--- src/rtl/hybrid_banked_pq.sv ---
// hybrid_banked_pq: banked sorted-register priority queue.
// NUM_BANKS sorted banks, each with its best key at index 0, feed a combinational
// level-0 selector that picks the overall best head. Enqueue, dequeue and replace
// each complete in one cycle. MAX_MODE selects largest-first or smallest-first.
// Optional feature macro: HPQ_ERR_EN adds the sticky o_err[1:0] flags
// ([0] dropped enqueue on full, [1] ignored dequeue on empty).
module hybrid_banked_pq #(
  parameter int unsigned DATA_WIDTH = 16,
  parameter int unsigned NUM_BANKS  = 4,
  parameter int unsigned BANK_DEPTH = 8,
  parameter int unsigned MAX_MODE   = 1,
  localparam int unsigned QUEUE_SIZE = NUM_BANKS * BANK_DEPTH,
  localparam int unsigned SW         = $clog2(QUEUE_SIZE + 1)
) (
  input  logic                  CLK,
  input  logic                  RST,
  input  logic                  i_wrt,
  input  logic                  i_read,
  input  logic [DATA_WIDTH-1:0] i_data,
  output logic                  o_full,
  output logic                  o_empty,
  output logic [DATA_WIDTH-1:0] o_data,
  output logic [SW-1:0]         o_size
`ifdef HPQ_ERR_EN
  ,
  output logic [1:0]            o_err
`endif
);

  localparam int unsigned CW = $clog2(BANK_DEPTH + 1);
  localparam int unsigned BW = $clog2(NUM_BANKS);

  logic [DATA_WIDTH-1:0] ent_q [NUM_BANKS][BANK_DEPTH];
  logic [DATA_WIDTH-1:0] ent_d [NUM_BANKS][BANK_DEPTH];
  logic [CW-1:0]         cnt_q [NUM_BANKS];
  logic [CW-1:0]         cnt_d [NUM_BANKS];
  logic [SW-1:0]         size_q;
  logic [SW-1:0]         size_d;

  logic [BW-1:0]         win;
  logic                  win_vld;
  logic [DATA_WIDTH-1:0] win_key;
  logic [BW-1:0]         tgt;
  logic                  tgt_vld;
  logic [CW-1:0]         tgt_cnt;

  logic                  full;
  logic                  empty;
  logic                  do_deq;
  logic                  do_rep;
  logic                  ins_new;

  logic [DATA_WIDTH-1:0] base [BANK_DEPTH];
  logic [CW-1:0]         base_cnt;
  logic                  shift;
  logic                  ins;
  logic                  ge;
  logic                  prev_ge;
  logic [DATA_WIDTH-1:0] prev_val;

  // Strictly better: used where the earlier candidate must win ties.
  function automatic logic better(input logic [DATA_WIDTH-1:0] a,
                                  input logic [DATA_WIDTH-1:0] b);
    return (MAX_MODE != 0) ? (a > b) : (a < b);
  endfunction

  // Better or equal: an existing key stays ahead of an equal newcomer.
  function automatic logic better_eq(input logic [DATA_WIDTH-1:0] a,
                                     input logic [DATA_WIDTH-1:0] b);
    return (MAX_MODE != 0) ? (a >= b) : (a <= b);
  endfunction

  assign full    = (size_q == SW'(QUEUE_SIZE));
  assign empty   = (size_q == '0);
  assign o_full  = full;
  assign o_empty = empty;
  assign o_size  = size_q;
  assign o_data  = win_vld ? win_key : '0;

  // Command decode; replace on an empty queue degrades to a plain insert.
  assign do_deq  = !i_wrt && i_read && !empty;
  assign do_rep  = i_wrt && i_read && !empty;
  assign ins_new = (i_wrt && !i_read && !full) || (i_wrt && i_read && empty);

  // Level-0 selector: best valid head, lowest bank index on ties.
  always_comb begin
    win     = '0;
    win_vld = 1'b0;
    win_key = '0;
    for (int k = 0; k < NUM_BANKS; k++) begin
      if (cnt_q[k] != '0 && (!win_vld || better(ent_q[k][0], win_key))) begin
        win     = BW'(k);
        win_vld = 1'b1;
        win_key = ent_q[k][0];
      end
    end
  end

  // Insert target: least-occupied non-full bank, lowest index on ties.
  always_comb begin
    tgt     = '0;
    tgt_vld = 1'b0;
    tgt_cnt = '0;
    for (int k = 0; k < NUM_BANKS; k++) begin
      if (cnt_q[k] != CW'(BANK_DEPTH) && (!tgt_vld || cnt_q[k] < tgt_cnt)) begin
        tgt     = BW'(k);
        tgt_vld = 1'b1;
        tgt_cnt = cnt_q[k];
      end
    end
  end

  // Per-bank next state: optional head removal, then sorted insert via compare vector.
  always_comb begin
    for (int k = 0; k < NUM_BANKS; k++) begin
      cnt_d[k] = cnt_q[k];
      for (int j = 0; j < BANK_DEPTH; j++) begin
        ent_d[k][j] = ent_q[k][j];
      end
    end
    for (int j = 0; j < BANK_DEPTH; j++) begin
      base[j] = '0;
    end
    base_cnt = '0;
    shift    = 1'b0;
    ins      = 1'b0;
    ge       = 1'b0;
    prev_ge  = 1'b0;
    prev_val = '0;

    for (int k = 0; k < NUM_BANKS; k++) begin
      shift = (do_deq || do_rep) && (win == BW'(k));
      ins   = (ins_new && (tgt == BW'(k))) || (do_rep && (win == BW'(k)));

      // Bank contents after the optional head removal.
      for (int j = 0; j < BANK_DEPTH - 1; j++) begin
        base[j] = shift ? ent_q[k][j+1] : ent_q[k][j];
      end
      base[BANK_DEPTH-1] = shift ? '0 : ent_q[k][BANK_DEPTH-1];
      base_cnt = shift ? (cnt_q[k] - CW'(1)) : cnt_q[k];

      // ge is a prefix of ones; the new key lands at the first zero.
      prev_ge  = 1'b1;
      prev_val = '0;
      for (int j = 0; j < BANK_DEPTH; j++) begin
        ge = (CW'(j) < base_cnt) && better_eq(base[j], i_data);
        if (!ins || ge) begin
          ent_d[k][j] = base[j];
        end else if (prev_ge) begin
          ent_d[k][j] = i_data;
        end else begin
          ent_d[k][j] = prev_val;
        end
        prev_ge  = ge;
        prev_val = base[j];
      end
      cnt_d[k] = base_cnt + CW'(ins);
    end
  end

  // Occupancy: replace leaves it unchanged; guards keep it from wrapping.
  always_comb begin
    size_d = size_q;
    if (ins_new) begin
      size_d = size_q + SW'(1);
    end else if (do_deq) begin
      size_d = size_q - SW'(1);
    end
  end

  // State registers with synchronous reset taking priority over commands.
  always_ff @(posedge CLK) begin
    if (RST) begin
      for (int k = 0; k < NUM_BANKS; k++) begin
        cnt_q[k] <= '0;
        for (int j = 0; j < BANK_DEPTH; j++) begin
          ent_q[k][j] <= '0;
        end
      end
      size_q <= '0;
    end else begin
      for (int k = 0; k < NUM_BANKS; k++) begin
        cnt_q[k] <= cnt_d[k];
        for (int j = 0; j < BANK_DEPTH; j++) begin
          ent_q[k][j] <= ent_d[k][j];
        end
      end
      size_q <= size_d;
    end
  end

`ifdef HPQ_ERR_EN
  logic [1:0] err_q;

  assign o_err = err_q;

  // Sticky error flags, cleared only by reset.
  always_ff @(posedge CLK) begin
    if (RST) begin
      err_q <= 2'b00;
    end else begin
      if (i_wrt && !i_read && full) begin
        err_q[0] <= 1'b1;
      end
      if (!i_wrt && i_read && empty) begin
        err_q[1] <= 1'b1;
      end
    end
  end
`endif

endmodule

--- config.mk ---
export PLATFORM = sky130hd
export DESIGN_NAME = hybrid_banked_pq
export DESIGN_NICKNAME = d
export VERILOG_FILES = /design/src/rtl/hybrid_banked_pq.sv
export SDC_FILE = /design/constraint.sdc
export NUM_CORES = 2
export LEC_CHECK = 0
export ABC_AREA = 1
export CORE_ASPECT_RATIO = 0.9
export CORE_UTILIZATION = 27
export DETAILED_ROUTE_END_ITERATION = 8
export PLACE_DENSITY = 0.39
export SYNTH_ARGS = -nofsm -noshare
export SYNTH_HDL_FRONTEND = slang
export SYNTH_SLANG_ARGS = --single-unit
--- constraint.sdc ---
create_clock -name CLK -period 8.6 [get_ports CLK]
set_input_delay 1.72 -clock CLK [delete_from_list [all_inputs] [get_ports CLK]]
set_output_delay 1.72 -clock CLK [all_outputs]
set_load 0.005 [all_outputs]
* Yosys cells after proc, flatten, opt, wreduce, memory -nomap -nowiden
Memories as Yosys holds them, arrays and structs flattened. Cells that the tools add are included.
Cells by class: add/sub/neg operators 10, $mul 0, divide/modulo/power cells 0, magnitude comparators 70, equal/unequal tests 11, shift operators 0, mux-type cells 158, bitwise gates (word level) 36, reduce and logical (&&, ||, !) cells 123
Operators by type and width (number):
- $mux W16 | 129
- $ge A16 B16 Y1 | 32
- $lt A3 B4 Y1 const A | 16
- $logic_and A1 B1 Y1 | 57
- $gt A16 B16 Y1 | 3
- $logic_or A1 B1 Y1 | 44
- $mux W4 | 11
- $or A1 B1 Y1 | 36
- $lt A1 B4 Y1 const A | 8
- $lt A2 B4 Y1 const A | 8
- $add A4 B1 Y4 | 4
- $ne A4 B4 Y1 const B | 4
- $reduce_bool A4 Y1 | 4
- $sub A4 B1 Y4 const B | 4
- $logic_not A1 Y1 | 14
- $lt A4 B4 Y1 | 3
- $mux W1 | 12
- $mux W6 | 2
- $eq A2 B2 Y1 const B | 4
- $mux W2 | 4
- $add A6 B1 Y6 const B | 1
- $eq A6 B6 Y1 const B | 1
- $logic_not A6 Y1 | 1
- $sub A6 B1 Y6 const B | 1
- other kinds (3) | 5
Storage, ports and cells: register bits 6, latch bits 0, bits in writable memories 528, memory bits (read-only) 0, bits of input ports 20, output and inout bits 24, logic and storage cells 411, memories kept 2
Memory list:
- ent_q | depth 4, bits a word 128, rd ports 4, clocked after memory_dff 0, wr ports 4, line 33 | logic [DATA_WIDTH-1:0] ent_q [NUM_BANKS][BANK_DEPTH];
- cnt_q | depth 4, bits a word 4, rd ports 4, clocked after memory_dff 0, wr ports 4, line 35 | logic [CW-1:0] cnt_q [NUM_BANKS];

* Depth between registers and ports, before layout
An unclocked memory read counts as a cell.
word-level depth 23, gate-level depth with buffers 74

* Worst setup path after synthesis
OpenSTA, ideal clock, no wires.
path kind flip-flop to flip-flop, from mem cnt_q[0][0] (netlist name), to mem ent_q[0][123] (netlist name), setup time 115 ps, arrival time 8442 ps, data required time 8485 ps, slack 43 ps, stages on the path, launching flop included 68, buffers on the path 7, period minus slack after synthesis 8557 ps, cells stage by stage dfxtp_1 > inv_1 > ha_1 > inv_1 > nor3_2 > inv_2 > clkbuf_1 > nand2_1 > ha_1 > inv_1 > nor2_1 > nor2_1 > o21a_1 > o221ai_1 > nand2_1 > nand3_1 > nand2_1 > nand2_1 > (+32 left out) > a21boi_0 > o21a_1 > o21a_1 > o21a_1 > o21a_1 > o21a_1 > o21ai_0 > nand2_1 > nand2_1 > nand2_1 > nand2_1 > nand2_1 > nand2_1 > buf_2 > buf_2 > nand3_1 > nand2_1 > nor2_1
RTL lines (line):
- start: declaration | 35
- end: declaration | 33

==> metrics <==
Required @ worst endpoint roughly 7 ns; worst-margin pin slew 1.11 ns; global-route wire length before repair around 290000 um; Total GRT Usage 0.201; RSZ-0062 raised after global routing yes; Antenna Nets Post-Route 0; syn nets 8559; hold_sp o_size[0]; Max-Cap Viols 0; CTS Buf Count 81; Final period util 1.01; Seq/Total Area, Yosys 0.222; launch point of the critical path cnt_q[0][1]; fin util 0.364; number of global-route vias before repair slightly above 50000; CP max stage delay slightly below 0.5 ns; port bufs between 40 and 50; Clock power frac 0.124; detailed-route DRC error count 0; WP data arrival ~7 ns; FMAX 0.115 GHz; nets 9125; Worst setup SP type register; WHS 0.498 ns; row cnt between 100 and 150; antenna violations before repair 12; YS warnings 0; Clock Path Buffers 3; DP HPWL approximately 130000 um; core area 177000 um2; failing checks setup timing; P_sw between 0.01 and 0.015 W; Lkg Pwr between 30 and 40 nW; GR Overflow Total 0; Final GP Congestion 0.840; Yosys top cell area share 0.222; largest area contributor in the synthesized netlist dfxtp_1; Worst Path Class, Setup register to primary output; Area growth syn-to-layout 33.4%; Worst-path clk slew around 0.060 ns; adder-cell area share of the yosys netlist 0.153; Top FF cell, synth dfxtp_1; Root Buffer clkbuf_16; CP max-delay cell clkdlybuf4s50_1; Vert. Die Dim between 400 and 500 um; Initial Util 0.273; peak supply drop about 0.6 mV; Synth Area in XOR/XNOR 0.00273; detailed-route wire length per cell roughly 18 um; num ports 44; Net Sw Frac 0.507; sequential share of power 0.120; Crit Path Max Fanout 7; pwr dens between 400 and 500 nW/um2; flop-to-flop setup slack -0.01 ns; CP endpoint kind primary output; type of the most critical hold path register to register; Slew HR 0.259; mapped cell area 48200 um2; multiplexer area fraction after synthesis 0.000208; Synth Area in Simple Gates 0.331; Clock Sink Count around 530; initial drt markers 2905; Die W between 400 and 500 um; top post-synthesis cells by area dfxtp_1 (22%), nand2_1 (19%), ha_1 (15%); H-tree Lvls 3; WL final 195000 um; status finished with violations; EDFF count, synth 0; final period demand of the worst path between 8 and 9 ns; Clock Latency Late Sink just over 0.7 ns; largest family of logic cells by synthesized area simple AND/OR/NAND/NOR gates; largest net degree at the start of global routing approximately 150; cell-internal power approximately 0.014 W; Synth Area in Compound Gates 0.171; Final Setup Violations 13; Synth Register Bits 534; Syn Inst Count roughly 8000; Comb power frac 0.756; skew final 0.0295 ns; DR vias/cell 4.82; CTS tree built; R2R Path Start cnt_q[0][1]; Final Hold Fails 0; max-slew violations 0; count of different cell masters after synthesis between 40 and 50; Detailed Routing Iterations Pass 1 5; ys async rst share 0; vias around 53000; setup ws final -0.101 ns; Avg Cell Area, Syn roughly 6.1 um2; die area between 150000 and 200000 um2; hold buffers post-CTS 0; share of layout cells above drive strength 1 0.194
-- cell families after synthesis --
group / after synthesis
AND/OR/NAND/NOR: 3892
AO/OA/AOI/OAI: 1539
buffers and inverters: 1380
adder cells (fa/ha/maj): 589
flip-flops: 534
XOR/XNOR: 15
multiplexers: 1
-- repair_timing --
action,in CTS,in global routing
buffers inserted,34,92
cloned,10,79
endpoints found under the setup margin,506,528
resized for setup,180,752
hold endpoints to repair,0,0
pin swaps,35,271
-- area by class of cell --
type                       instances  area, um2
antenna                            4       10.0
clock buffer                     122       2400
clock inverter                    22        288
fill                           19300     112000
inverter                         853       3240
multi-input combinational       6037      34100
sequential                       534      10700
tap                             2368       2960
timing repair buffer            1008      10600
timing repair inverter             1       6.26
-- critical path, delay by kind of cell, from the launching register on --
| kind | cells | cell delay, ns |
|---|---|---|
| AOI/OAI and AO/OA | 14 | 1.63 |
| adders and majority gates | 4 | 0.82 |
| buffers and inverters | 15 | 2.09 |
| DFF | 1 | 0.32 |
| and+or+nand+nor | 17 | 1.40 |
-- final timing paths --
path                        to  depth (start not counted)
setup reg to reg  ent_q[0][44]                         72
hold reg to reg      o_size[0]                          1
setup / recovery     o_data[0]                         50
hold / removal       o_size[0]                          1
-- synthesized netlist by cell type, types with 5 or more instances --
master and number:
nand2_1 2394, inv_1 841, nand3_1 727, a21oi_1 703
nor2_1 627, o21ai_0 595, ha_1 588, dfxtp_1 534
clkbuf_1 230, buf_2 149, buf_4 77, nand4_1 51
buf_1 50, o21ai_1 36, a21o_1 34, o211ai_1 34
o21a_1 34, nand2_2 28, or2_2 25, a21boi_0 24
nor3_1 22, buf_6 21, a31oi_1 20, a211oi_1 19
o21bai_1 17, inv_2 10, xor2_1 10, nand2_4 5
o21ai_2 5, o221ai_1 5, xnor2_1 5
-- state kept, by name, summed over array words and instances (netlist names) --
| name | flops |
|---|---|
| cnt_q | 16 |
| o_size | 6 |
| ent_q | 512 |
-- through the flow --
| step | TNS, ns | instance area (um2) | setup WS, ns | instances | total power (W) |
|---|---|---|---|---|---|
| final | -0.333 | 64300 | -0.101 | 10900 | 0.0282 |
| after global routing | -229.55 | 64300 | -0.648 | 10900 | 0.0310 |
| after CTS | -0.0580 | 59400 | -0.0175 | 10800 | 0.0263 |
| after detailed placement | -103.85 | 55600 | -0.526 | 10600 | 0.0218 |
| after global placement | -96.24 | 55600 | -0.516 | 10600 | 0.0217 |
| after floorplan | 0 | 48200 | 0.0425 | 7950 | 0.0162 |
-- metal layers --
| layer | up-vias | wire length (um) | GRT usage |
|---|---|---|---|
| met5 | - | 0 | 0 |
| met4 | 0 | 4310 | 0.0463 |
| met3 | 208 | 6080 | 0.0200 |
| met2 | 710 | 86300 | 0.333 |
| met1 | 24700 | 98500 | 0.279 |
| li1 | 27100 | - | - |
-- cells in the final DEF (no fill, tap or decap), drive strengths merged, types with 3 or more instances in the layout --
cell type	n
nand3	732
dlygate4sd2	3
a31oi	20
xnor2	5
a21o	34
nand2	2428
o21ai	640
dfxtp	534
diode	4
clkbuf	186
o211ai	34
a21oi	703
buf	901
clkdlybuf4s50	38
bufinv	5
or2	25
nor2	630
xor2	10
o31ai	4
o21bai	17
o221ai	5
o21a	34
nand4	53
a21boi	24
ha	588
inv	852
a211oi	19
clkinv	18
nor3	24
-- power by group through the flow --
| stage | Sequential (W) | Combinational (W) | Clock [W] |
|---|---|---|---|
| final | 0.00338 | 0.0213 | 0.00351 |
| after CTS | 0.00336 | 0.0193 | 0.00363 |
| after global routing | 0.00342 | 0.0239 | 0.00370 |
| after global placement | 0.00340 | 0.0183 | 0 |
| after floorplan | 0.00328 | 0.0129 | 0 |
| after detailed placement | 0.00341 | 0.0184 | 0 |
Note: power is estimated with default switching activity, not from simulation.
